==> src/rtl/led_out_port_if.sv <==
// Data-memory bus as seen by the LED output port: store strobe, address and data,
// plus the held word returned for the core's load mux.
interface led_out_port_if;
   logic        mem_write;
   logic [31:0] data_adr;
   logic [31:0] write_data;
   logic [31:0] led_word;

   modport master (
      output mem_write,
      output data_adr,
      output write_data,
      input  led_word
   );

   modport slave (
      input  mem_write,
      input  data_adr,
      input  write_data,
      output led_word
   );
endinterface

==> src/rtl/led_out_port.sv <==
// Memory-mapped LED register: latches stores to LED_ADDR and drives 8 LEDs from a
// byte window chosen by a synchronized, debounced board switch.
module led_out_port #(
   parameter logic [31:0] LED_ADDR        = 32'h0000_0100,
   parameter int unsigned DEBOUNCE_CYCLES = 50000,
   parameter int unsigned CNT_W           = 16
) (
   input  logic           clk,
   input  logic           reset,
   led_out_port_if.slave  bus,
   input  logic           switch,
   output logic [7:0]     led_output,
   output logic [7:0]     write_count
);

   localparam int unsigned WORD_W = 32;
   localparam int unsigned LED_W  = 8;

   logic [WORD_W-1:0] held_word;
   logic              sync_ff1;
   logic              sync_ff2;
   logic              sw_stable;
   logic [CNT_W-1:0]  deb_cnt;

   logic              store_hit_c;
   logic [LED_W-1:0]  byte_a_c;
   logic [LED_W-1:0]  byte_b_c;
   logic              adr_lsb_unused;

   // Word-aligned decode; byte offset within the word is don't-care.
   assign store_hit_c    = bus.mem_write && (bus.data_adr[31:2] == LED_ADDR[31:2]);
   assign adr_lsb_unused = ^bus.data_adr[1:0];

   // byte_b straddles byte_a on purpose so both switch positions show the top nibble area.
   assign byte_a_c     = held_word[31:24];
   assign byte_b_c     = held_word[27:20];
   assign bus.led_word = held_word;

   // Store capture and accepted-store counter.
   always_ff @(posedge clk) begin
      if (reset) begin
         held_word   <= '0;
         write_count <= '0;
      end else if (store_hit_c) begin
         held_word   <= bus.write_data;
         write_count <= write_count + 8'd1;
      end
   end

   // Two-flop synchronizer for the asynchronous switch.
   always_ff @(posedge clk) begin
      if (reset) begin
         sync_ff1 <= 1'b0;
         sync_ff2 <= 1'b0;
      end else begin
         sync_ff1 <= switch;
         sync_ff2 <= sync_ff1;
      end
   end

   // A change is accepted only after it persists DEBOUNCE_CYCLES consecutive edges.
   always_ff @(posedge clk) begin
      if (reset) begin
         sw_stable <= 1'b0;
         deb_cnt   <= '0;
      end else if (sync_ff2 == sw_stable) begin
         deb_cnt <= '0;
      end else if (deb_cnt == CNT_W'(DEBOUNCE_CYCLES - 1)) begin
         sw_stable <= sync_ff2;
         deb_cnt   <= '0;
      end else begin
         deb_cnt <= deb_cnt + CNT_W'(1);
      end
   end

   always_ff @(posedge clk) begin
      if (reset) begin
         led_output <= '0;
      end else begin
         led_output <= sw_stable ? byte_a_c : byte_b_c;
      end
   end

endmodule

==> src/flat_wrapper.sv <==
// flat-port wrapper written by rule: the top's interface ports become plain ports
module led_out_port_flat 
#(
   parameter logic [31:0] LED_ADDR        = 32'h0000_0100,
   parameter int unsigned DEBOUNCE_CYCLES = 50000,
   parameter int unsigned CNT_W           = 16
)
  (clk, reset, switch, led_output, write_count, bus_mem_write, bus_data_adr, bus_write_data, bus_led_word);
  led_out_port_if bus_i ();
  input  logic clk;
  input  logic reset;
  input  logic switch;
  output logic [7:0] led_output;
  output logic [7:0] write_count;
  input wire logic [$bits(bus_i.mem_write)-1:0] bus_mem_write;
  input wire logic [$bits(bus_i.data_adr)-1:0] bus_data_adr;
  input wire logic [$bits(bus_i.write_data)-1:0] bus_write_data;
  output wire logic [$bits(bus_i.led_word)-1:0] bus_led_word;
  assign bus_i.mem_write = bus_mem_write;
  assign bus_i.data_adr = bus_data_adr;
  assign bus_i.write_data = bus_write_data;
  assign bus_led_word = bus_i.led_word;
  led_out_port #(.LED_ADDR(LED_ADDR), .DEBOUNCE_CYCLES(DEBOUNCE_CYCLES), .CNT_W(CNT_W)) u_core (.clk(clk), .reset(reset), .bus(bus_i), .switch(switch), .led_output(led_output), .write_count(write_count));
endmodule
==> config.mk <==
export PLATFORM = sky130hd
export DESIGN_NAME = led_out_port_flat
export DESIGN_NICKNAME = d
export VERILOG_FILES = /design/src/rtl/led_out_port_if.sv /design/src/rtl/led_out_port.sv /design/src/flat_wrapper.sv
export SDC_FILE = /design/constraint.sdc
export NUM_CORES = 1
export LEC_CHECK = 0
export ABC_CLOCK_PERIOD_IN_PS = 2160
export BUFFER_PORTS_ARGS = -buffer_cell sky130_fd_sc_hd__buf_2
export CORE_MARGIN = 2
export CORE_UTILIZATION = 49
export DETAILED_ROUTE_END_ITERATION = 7
export PLACE_DENSITY = 0.8
export SLEW_MARGIN = 10
export SYNTH_ARGS = -nofsm -noshare
export SYNTH_HDL_FRONTEND = slang
export SYNTH_SLANG_ARGS = --single-unit
==> constraint.sdc <==
create_clock -name clk -period 2.16 [get_ports clk]
set_input_delay 0.108 -clock clk [delete_from_list [all_inputs] [get_ports clk]]
set_output_delay 0.108 -clock clk [all_outputs]
set_load 0.005 [all_outputs]
==> results.md, run 1 <==
- Clk sinks: 67
- Starting Density: 0.506
- Crit-path max FO: 14
- Post-synth top area share: 0.448
- TritonRoute pass-1 iters: 4
- Total power: 2.60 mW
- Drt total wl: 7820 µm
- MaxCap Viol Count: 0
- Worst skew pair latency: 340 ps
- CTS clk-pin slew, worst paths: 80 ps
- GPL Wtd Cong: between 0.8 and 0.9
- Antenna Nets Post-Route: 0
- Resized Gates After CTS: 0
- PortBufs: 113
- Post-synthesis register bit count: 67
- Synth Net Count: 405
- Inst Count DP: 499
- Post-synthesis sequential area ratio: 0.448
- Max Freq: 0.534 GHz
- RSZ-0062 raised after global routing: false
- Post-layout minimum cycle time: 1870 ps
- Worst VDD drop: approximately 0.43 mV
- Final-report max-slew violation count: 0
- Ports: around 120
- Syn avg cell area: 8.94 µm²
- Fill count: 522
- Antenna diodes: 0
- Netlist Area Pre-Place: 2990 µm²
- Die H: 82.2 µm
- Initial antenna violation count: 0
- Fin nets: ~500
- Synth top area cells: dfxtp_1 (45%), o31ai_1 (9.0%), nand4_1 (8.8%)
- Die area: 6750 µm²
- TritonCTS buffer count: 9
- Leakage: 1.51 nW
- Vias in the first global route: around 2,800
- Synth top cells by count: dfxtp_1 (67), nand4_1 (42), a21oi_1 (37)
- Final std cells w/o fill: approximately 520
- Number of library cell types mapped by synthesis: 33
- Post-Syn Instances: 335
- Clock Skew: 7.04 ps
- Top-count cell post-synth: dfxtp_1
- Reg-to-reg slack, setup: about 290 ps
- Hold Path Class: in2reg
- # H-tree levels: 3
- Ys flop type: dfxtp_1
- Met3 WL post-DR: 595 µm
- Pre-CTS setup slack: around 300 ps
- Asr flop ratio synth: 0
- Setup WS post-layout: approximately 290 ps
- CP endpoint kind: flop
- Met1 Wirelength: 3210 µm
- Leading area contributor after synthesis: dfxtp_1
- Nature of the critical path startpoint: flop
- P&R area growth vs syn: 28.0%
- Worst path required time: 2380 ps
- Overall routing resource usage: 0.239
- Final-report hold violation count: 0
- WL/cell: 15.2 µm
- Hold-fix buffers at CTS: 1
- Largest net degree at the start of global routing: 39
- Pwr Density: 678 nW/µm²
- Detailed-route DRC error count: 0
- Gr ovfl total: 0
- CTS tree: built
- Row cnt: 28
- Vias: around 3,000
- Buffer count from post-CTS setup fixing: 0
- DPL Wire Length: a little over 5000 µm
- Worst Path Arrival: 2090 ps
- Global-route wire length before repair: between 10,000 and 15,000 µm
- Share of cells above drive strength 1: 0.333
- Clock Tree Buf Depth: 2
- Width of the die: 82.2 µm
- Root buf cell: clkbuf_8
- Met2 wire length: slightly below 4000 µm
- Ys Warns: 0
- Final setup TNS: 0 ps
- Vias/cell: 5.83
- Slew margin rel.: 0.680
- Uppermost layer routed: met4
- Status: complete, no violations
- Core ar.: 5920 µm²
- Tcrit/Tclk final: 0.866
- Number of synthesized flops with an enable pin: 0
- Critical path class: reg2reg
- Measured slew at the worst slew-check pin: 476 ps
- Final Setup Violations: 0
- 1st-iter DRT viols: 225
cells in the final DEF, fill, tap and decap left out, drive strengths merged, types with 2 or more instances in the layout:
cell	instances
xor2	6
nand2	10
o31ai	36
bufinv	3
mux2i	9
and3	3
nor2	29
nor4b	4
nand3	7
a21oi	37
buf	121
dfxtp	67
nor4	11
and4	2
nor2b	8
mux2	6
nor3	3
xnor2	6
clkinv	2
clkbuf	11
and2	4
or4	5
nand4	42
ha	2
registers in the layout, indices dropped and copies added (netlist names):
register	flops
u_core.sw_stable	1
u_core.sync_ff2	1
u_core.write_count	8
u_core.deb_cnt	16
u_core.led_output	8
u_core.bus.led_word	32
u_core.sync_ff1	1
final cells by class:
| class | instances | area (µm²) | share of cell area |
|---|---|---|---|
| repair buffers | 122 | 636 | 0.166 |
| flip-flops and latches | 67 | 1340 | 0.350 |
| well taps | 75 | 93.8 | 0.0245 |
| clock buffers | 11 | 141 | 0.0369 |
| clock inverters | 5 | 100 | 0.0261 |
| multi-input cells | 235 | 1520 | 0.396 |
| inverters | 1 | 3.75 | 0.000979 |
per-stage QoR:
step,area [µm²],hold WS [ps],util
final,3830,21.4,0.647
after global routing,3830,24.1,0.647
after global placement,3580,322,0.605
after CTS,3830,11.5,0.647
after floorplan,2990,236,-
after detailed placement,3580,336,0.605
worst paths after layout:
check,from,end,cells past startpoint
setup / recovery,u_core.deb_cnt[11],u_core.deb_cnt[11],4
hold / removal,bus_write_data[16],u_core.bus.led_word[16],3
setup reg to reg,u_core.deb_cnt[11],u_core.deb_cnt[11],4
hold reg to reg,u_core.sync_ff1,u_core.sync_ff2,1
where the power goes:
part / total, mW / internal (mW) / switching [mW] / leakage [nW]
logic: 0.0990 / 0.0510 / 0.0479 / 0.852
registers: 1.24 / 1.24 / 0.00108 / 0.540
clock network: 1.26 / 0.795 / 0.465 / 0.123
total: 2.60 / 2.08 / 0.514 / 1.51
worst max-delay path, cell delays in order (launching register included):
cell and delay, ps:
dfxtp_1 340, or4_1 520, or4_4 560, nand2_2 240, nor2_1 90
cells by family (layout without fill, tap and decap cells):
kind of cell	Yosys count	count (layout)	share of synthesized area
adder cells (fa/ha/maj)	2	2	0.00836
multiplexers	15	15	0.0527
XOR/XNOR	12	12	0.0351
AO/OA/AOI/OAI	74	74	0.154
AND/OR/NAND/NOR	132	132	0.257
flip-flops	67	67	0.448
buffers and inverters	33	139	0.0455
per-layer routing:
metal,global-route usage,up-vias
met1,0.298,1418
met4,0.0967,0
met5,0,-
met2,0.393,116
met3,0.0641,12
li1,-,1464
(Power assumes the default switching activity.)
==> inputs of run 2 (changes only) <==
- ABC_CLOCK_PERIOD_IN_PS: 2160 -> 2300
- CORE_UTILIZATION: 49 -> 52
- PLACE_DENSITY: 0.8 -> 0.84
- clock period: 2.16 -> 2.3 ns (I/O delays scaled with it)
==> results.md, run 2 (synthesized netlist as in run 1, its figures left out) <==
- Status: complete, no violations
- # H-tree levels: 3 (unchanged)
- Worst r2r path cells: 4 (unchanged)
- Worst reg2reg endpoint: u_core.deb_cnt[8]
- Worst skew pair latency: 340 ps (about the same)
- Leakage: 1.48 nW (-2.2%)
- TritonRoute pass-1 iters: 4 (unchanged)
- Most frequent cells in the layout: buf_2 (113), dfxtp_1 (67), nand4_1 (42), a21oi_1 (37), o31ai_1 (36)
- Final Setup Violations: 0 (unchanged)
- CP max stage delay: 560 ps (about the same)
- WL/cell: 15.6 µm (+3.3%)
- Final-report hold violation count: 0 (unchanged)
- Drt total wl: 8040 µm (+2.9%)
- Hold path depth: 3 (unchanged)
- Design Area, Final: 3780 µm² (-1.2%)
- DP Area: 3600 µm² (+0.45%)
- Ports: 116 (unchanged)
- Slew margin rel.: 0.622 (-0.0580)
- Pwr Density: 562 nW/µm² (-17%)
- Share of cells above drive strength 1: 0.337 (+0.00377)
- Nature of the critical path startpoint: flop
- Initial antenna violation count: 0 (unchanged)
- Starting Density: 0.540 (+0.0347)
- Global-route wire length before repair: 12,800 µm (+2.0%)
- Resized Gates After CTS: 0 (unchanged)
- Largest net degree at the start of global routing: 36 (-7.7%)
- GRT met2 Usage: 0.413 (+0.0190)
- Inst Count DP: 497 (-0.40%)
- Die area: 6380 µm² (-5.5%)
- P&R area growth vs syn: 26.4%
- CP cell instances: or4_1, or4_4, nand2_2, nor2_1
- RSZ-0062 raised after global routing: false
- Crit-path leading delay family: simple AND/OR/NAND/NOR gates
- Core ar.: 5540 µm² (-6.4%)
- MaxCap Viol Count: 0 (unchanged)
- Hold Path Class: in2reg
- Final std cells w/o fill: 514 (-0.39%)
- CP endpoint kind: flop
- Root buf cell: clkbuf_8
- Worst Path Arrival: 2090 ps (about the same)
- Die H: 79.9 µm (-2.8%)
- Hold_sp: bus_write_data[31]
- Critical path class: reg2reg
- Reg-to-reg slack, setup: 430 ps (+140 ps)
- Clock Skew: 6.54 ps (-0.495 ps)
- Final core occ: 0.683 (+0.0359)
- PortBufs: 113 (unchanged)
- Overall routing resource usage: 0.254 (+0.0147)
- Measured slew at the worst slew-check pin: 568 ps (+91.4 ps)
- GPL Wtd Cong: 0.854 (-0.80%)
- Crit-path max FO: 14 (unchanged)
- Antenna Nets Post-Route: 0 (unchanged)
- Vias: 3,071 (+2.0%)
- Fin nets: 507 (+0.20%)
- M3 GR Usage: 0.102 (+0.0377)
- Worst Hold End: u_core.bus.led_word[31]
- Vias in the first global route: 2,764 (+0.072%)
- Row cnt: 27 (-3.6%)
- Final setup TNS: 0 ps (unchanged)
- Buffers and inverters on the worst path: 0 (unchanged)
- DPL Wire Length: 5340 µm (+3.5%)
- Antenna diodes: 0 (unchanged)
- TritonCTS buffer count: 9 (unchanged)
- Total power: 2.13 mW (-18%)
- Post-layout minimum cycle time: 1870 ps (-2.41 ps)
- Worst path required time: 2520 ps (+140 ps)
- Max Freq: 0.535 GHz (+0.13%)
- Met1 Resource Use GR: 0.308 (+0.0102)
- CTS tree: built
- CTS clk-pin slew, worst paths: 80 ps (about the same)
- Clk sinks: 67 (unchanged)
- Worst VDD drop: 0.392 mV (-9.6%)
- 1st-iter DRT viols: 191 (-15%)
- Tcrit/Tclk final: 0.813 (-0.0538)
- Start of the worst register-to-register path: u_core.deb_cnt[11]
- Clock Tree Buf Depth: 2 (unchanged)
- Max reg flops: 32 (unchanged)
- Gr ovfl total: 0 (unchanged)
- Max stage delay cell, worst path: or4_4
- Most common cell after layout, fill and taps aside: buf_2
- Final-report max-slew violation count: 0 (unchanged)
- Detailed-route DRC error count: 0 (unchanged)
- Width of the die: 79.9 µm (-2.8%)
- Vias/cell: 5.97 (+2.4%)
- Top Usage Layer GRT: met2
run 2: cell count changes in the layout (fill, tap and decap cells not counted), sizes merged:
| cell | delta |
|---|---|
| clkinv | +1 |
| bufinv | -3 |
| clkinvlp | +3 |
| clkbuf | -2 |
| buf | +1 |
| inv | +1 |
run 2: how the worst max path moves through the flow:
stage                                  start                endpoint  slack (ps)  cells past startpoint
after floorplan           u_core.deb_cnt[11]      u_core.deb_cnt[12]         550                      5
after global placement    u_core.deb_cnt[11]      u_core.deb_cnt[10]         480                      4
after detailed placement     bus_data_adr[4]  u_core.bus.led_word[8]         430                      6
after CTS                 u_core.deb_cnt[11]      u_core.deb_cnt[13]         430                      4
after global routing      u_core.deb_cnt[11]       u_core.deb_cnt[3]         340                      4
final                     u_core.deb_cnt[11]       u_core.deb_cnt[8]         430                      4
run 2: layout make-up:
type / instances / area, µm²
clock buffers: 9 / 124
multi-input cells: 235 / 1520
clock inverters: 7 / 53.8
repair buffers: 123 / 656
inverters: 1 / 3.75
flip-flops and latches: 67 / 1340
fillers: 446 / 1760
well taps: 72 / 90.1
run 2: worst min-delay path, stage by stage:
cell     delay (ps)
buf_2            90
nand4_1          60
a21oi_1          60
run 2: timing repair:
action                                 4_1_cts  5_1_grt
hold buffers                                 1        0
setup buffers                                0        0
setup endpoints to repair                    0        0
endpoints found under the hold margin        1        0
run 2: power by group:
| part | internal [mW] | switching, mW | total [mW] |
|---|---|---|---|
| logic | 0.0480 | 0.0460 | 0.0940 |
| clock network | 0.395 | 0.474 | 0.869 |
| registers | 1.16 | 0.00122 | 1.16 |
run 2: metrics by stage:
stage / setup slack [ps] / hold WS (ps)
6_report: 431 / 26.0
5_1_grt: 339 / 0.826
4_1_cts: 428 / 16.5
3_5_place_dp: 431 / 352
3_3_place_gp: 476 / 334
2_1_floorplan: 552 / 243
run 2: metal layers:
metal	vias up	share of wire
met5	-	0
met4	0	0.016
met3	16	0.086
met2	132	0.50
met1	1453	0.40
li1	1470	-
==> inputs of run 3 (changes only) <==
- ABC_AREA: not set -> 1
- ABC_CLOCK_PERIOD_IN_PS: 2300 -> 1700
- CORE_UTILIZATION: 52 -> 45
- PLACE_DENSITY: 0.84 -> 0.77
- clock period: 2.3 -> 1.7 ns (I/O delays scaled with it)
==> results.md, run 3 <==
- Status: complete, no violations
- Slew margin rel.: 0.733 (+0.111)
- Worst VDD drop: 0.409 mV (+4.3%)
- Share of cells above drive strength 1: 0.247 (-0.0900)
- Most common cell after layout, fill and taps aside: nor2_1
- CP endpoint kind: flop
- Switch share: 0.226 (-0.0195)
- Fin nets: 660 (+30%)
- Measured slew at the worst slew-check pin: 401 ps (-167 ps)
- TritonCTS buffer count: 9 (unchanged)
- TritonRoute pass-1 iters: 5 (+1)
- Crit-path max FO: 16 (+2)
- Antenna Nets Post-Route: 0 (unchanged)
- Clock Skew: 14.9 ps (+8.39 ps)
- Ports: 116 (unchanged)
- Vias in the first global route: 2,978 (+7.7%)
- Number of synthesized flops with an enable pin: 0 (unchanged)
- Post-layout minimum cycle time: 1470 ps (-397 ps)
- Worst path required time: 1940 ps (-580 ps)
- Initial antenna violation count: 0 (unchanged)
- Inst Count DP: 673 (+35%)
- Leading area contributor after synthesis: dfxtp_1
- Global-route wire length before repair: 12,700 µm (-0.65%)
- Worst hold slack: 47.4 ps (+21.4 ps)
- CTS clk-pin slew, worst paths: 80 ps (about the same)
- Part of the power in combinational logic: 0.061 (+0.017)
- Post-synthesis sequential area ratio: 0.421 (-0.0271)
- Synth top cells by count: nor2_1 (120), nand2_1 (83), dfxtp_1 (67)
- Most frequent cells in the layout: nor2_1 (120), buf_2 (113), nand2_1 (83), dfxtp_1 (67), inv_1 (52)
- Critical path class: reg2reg
- Flop pwr share: 0.459 (-0.088)
- Vias: 3,359 (+9.4%)
- Final std cells w/o fill: 691 (+34%)
- Clock Tree Buf Depth: 2 (unchanged)
- Synth Net Count: 547 (+35%)
- Clk pwr share: 0.480 (+0.071)
- CP max stage delay: 360 ps (-200 ps)
- P&R area growth vs syn: 28.5%
- Clk sinks: 67 (unchanged)
- Starting Density: 0.466 (-0.0739)
- Asr flop ratio synth: 0 (unchanged)
- Antenna diodes: 0 (unchanged)
- Top-count cell post-synth: nor2_1
- Root buf cell: clkbuf_8
- Vias/cell: 4.86 (-19%)
- Leakage: 1.95 nW (+32%)
- P_int: 2.65 mW (+65%)
- Tcrit/Tclk final: 0.866 (+0.0536)
- Drt total wl: 7980 µm (-0.77%)
- Max stage delay cell, worst path: dfxtp_1
- Fill count: 682 (+53%)
- Ys flop type: dfxtp_1
- PortBufs: 113 (unchanged)
- Buffer count from post-CTS setup fixing: 0 (unchanged)
- Hold Path Class: in2reg
- Detailed-route DRC error count: 0 (unchanged)
- Die H: 88.2 µm (+10%)
- Syn avg cell area: 6.68 µm² (-25%)
- MaxCap Viol Count: 0 (unchanged)
- RSZ-0062 raised after global routing: false
- Nature of the critical path startpoint: flop
- WL/cell: 11.5 µm (-26%)
- Row cnt: 30 (+11%)
- Ys Warns: 0 (unchanged)
- Post-Syn Instances: 477 (+42%)
- CP cell instances: ha_1, nand3_2, or2_4, o21ai_2, buf_4, nor2_1
- CTS tree: built
- Max Freq: 0.679 GHz (+27%)
- Post-synthesis register bit count: 67 (unchanged)
- Overall routing resource usage: 0.208 (-0.0454)
- Max reg flops: 32 (unchanged)
- Net Sw Power: 0.772 mW (+48%)
- Pwr Density: 836 nW/µm² (+49%)
- Final Setup Violations: 0 (unchanged)
- Number of library cell types mapped by synthesis: 27 (-18%)
- # H-tree levels: 3 (unchanged)
- Gr ovfl total: 0 (unchanged)
- Largest net degree at the start of global routing: 47 (+31%)
- Width of the die: 88.2 µm (+10%)
- Final setup TNS: 0 ps (unchanged)
- 1st-iter DRT viols: 168 (-12%)
- Post-synth top area share: 0.421 (-0.0271)
- Total power: 3.42 mW (+61%)
- Worst skew pair latency: 350 ps (about the same)
- Final-report hold violation count: 0 (unchanged)
- Synth top area cells: dfxtp_1 (42%), nor2_1 (14%), nand2_1 (9.8%)
- Final-report max-slew violation count: 0 (unchanged)
- Core ar.: 6830 µm² (+23%)
- Netlist Area Pre-Place: 3190 µm² (+6.4%)
- Die area: 7770 µm² (+22%)
- GPL Wtd Cong: 0.955 (+12%)
- DPL Wire Length: 5400 µm (+1.0%)
- Worst Path Arrival: 1710 ps (-380 ps)
[run 3: cell types whose count changed after synthesis, sizes merged, moves of 6 or more]
cell    change
nand2      +73
inv        +51
nor4       -11
mux2        -6
o31ai      -36
a21oi      +11
clkbuf     -20
nor2b       -8
nor2       +94
nand4      -35
buf        +10
o21ai      +10
nand3      +40
mux2i       -9
[run 3: path summary, 6_finish.rpt]
check,startpoint,to,slack (ps),depth (start not counted)
setup / recovery,u_core.deb_cnt[0],u_core.deb_cnt[9],230,6
hold / removal,bus_write_data[2],u_core.bus.led_word[2],50,5
setup reg to reg,u_core.deb_cnt[0],u_core.deb_cnt[9],230,6
hold reg to reg,u_core.sync_ff1,u_core.sync_ff2,390,2
[run 3: power by group through the flow]
stage / clock (mW) / combinational (mW) / sequential (mW)
global route: 1.73 / 0.236 / 1.57
finish: 1.64 / 0.208 / 1.57
global placement: 0 / 0.197 / 1.61
floorplan: 0 / 0.101 / 1.61
detailed placement: 0 / 0.203 / 1.61
CTS: 1.67 / 0.208 / 1.57
[run 3: repair_timing]
item / 4_1_cts / 5_1_grt
resized for setup: 0 / 0
hold endpoints to repair: 2 / 0
hold buffers: 2 / 0
[run 3: routing by layer]
metal  up-vias  GRT usage  wire length [µm]  part of all wire
met5         -          0                 0                 0
met4         0      0.106               230             0.029
met3        20     0.0405               441             0.055
met2       108      0.369              3870              0.48
met1      1507      0.238              3440              0.43
li1       1724          -                 -                 -
[run 3: cell type report]
type / count / area [µm²] / share of cell area
Multi-Input combinational cell: 335 / 1510 / 0.368
Sequential cell: 67 / 1340 / 0.328
Timing Repair Buffer: 124 / 678 / 0.166
Inverter: 53 / 199 / 0.0486
Clock buffer: 9 / 124 / 0.0303
Clock inverter: 7 / 124 / 0.0303
Tap cell: 96 / 120 / 0.0293
[run 3: stage by stage]
stage / area (µm²) / setup WS (ps) / utilization
4_1_cts: 4090 / 222 / 0.599
5_1_grt: 4090 / 109 / 0.599
3_5_place_dp: 3830 / 232 / 0.560
2_1_floorplan: 3190 / 260 / -
6_report: 4090 / 227 / 0.599
3_3_place_gp: 3830 / 268 / 0.560
[run 3: cells by family after synthesis]
group | count (synthesis) | synth area share
AO/OA/AOI/OAI | 59 | 0.0950
XOR/XNOR | 7 | 0.0192
adder cells (fa/ha/maj) | 2 | 0.00785
buffers and inverters | 75 | 0.106
flip-flops | 67 | 0.421
AND/OR/NAND/NOR | 267 | 0.351
[run 3: critical path, delay by kind of cell (launching register included)]
kind	cells	cell delay, ps
AND/OR/NAND/NOR	3	450
flip-flops	1	360
buffers and inverters	1	220
adder cells (fa/ha/maj)	1	210
AO/OA/AOI/OAI	1	120
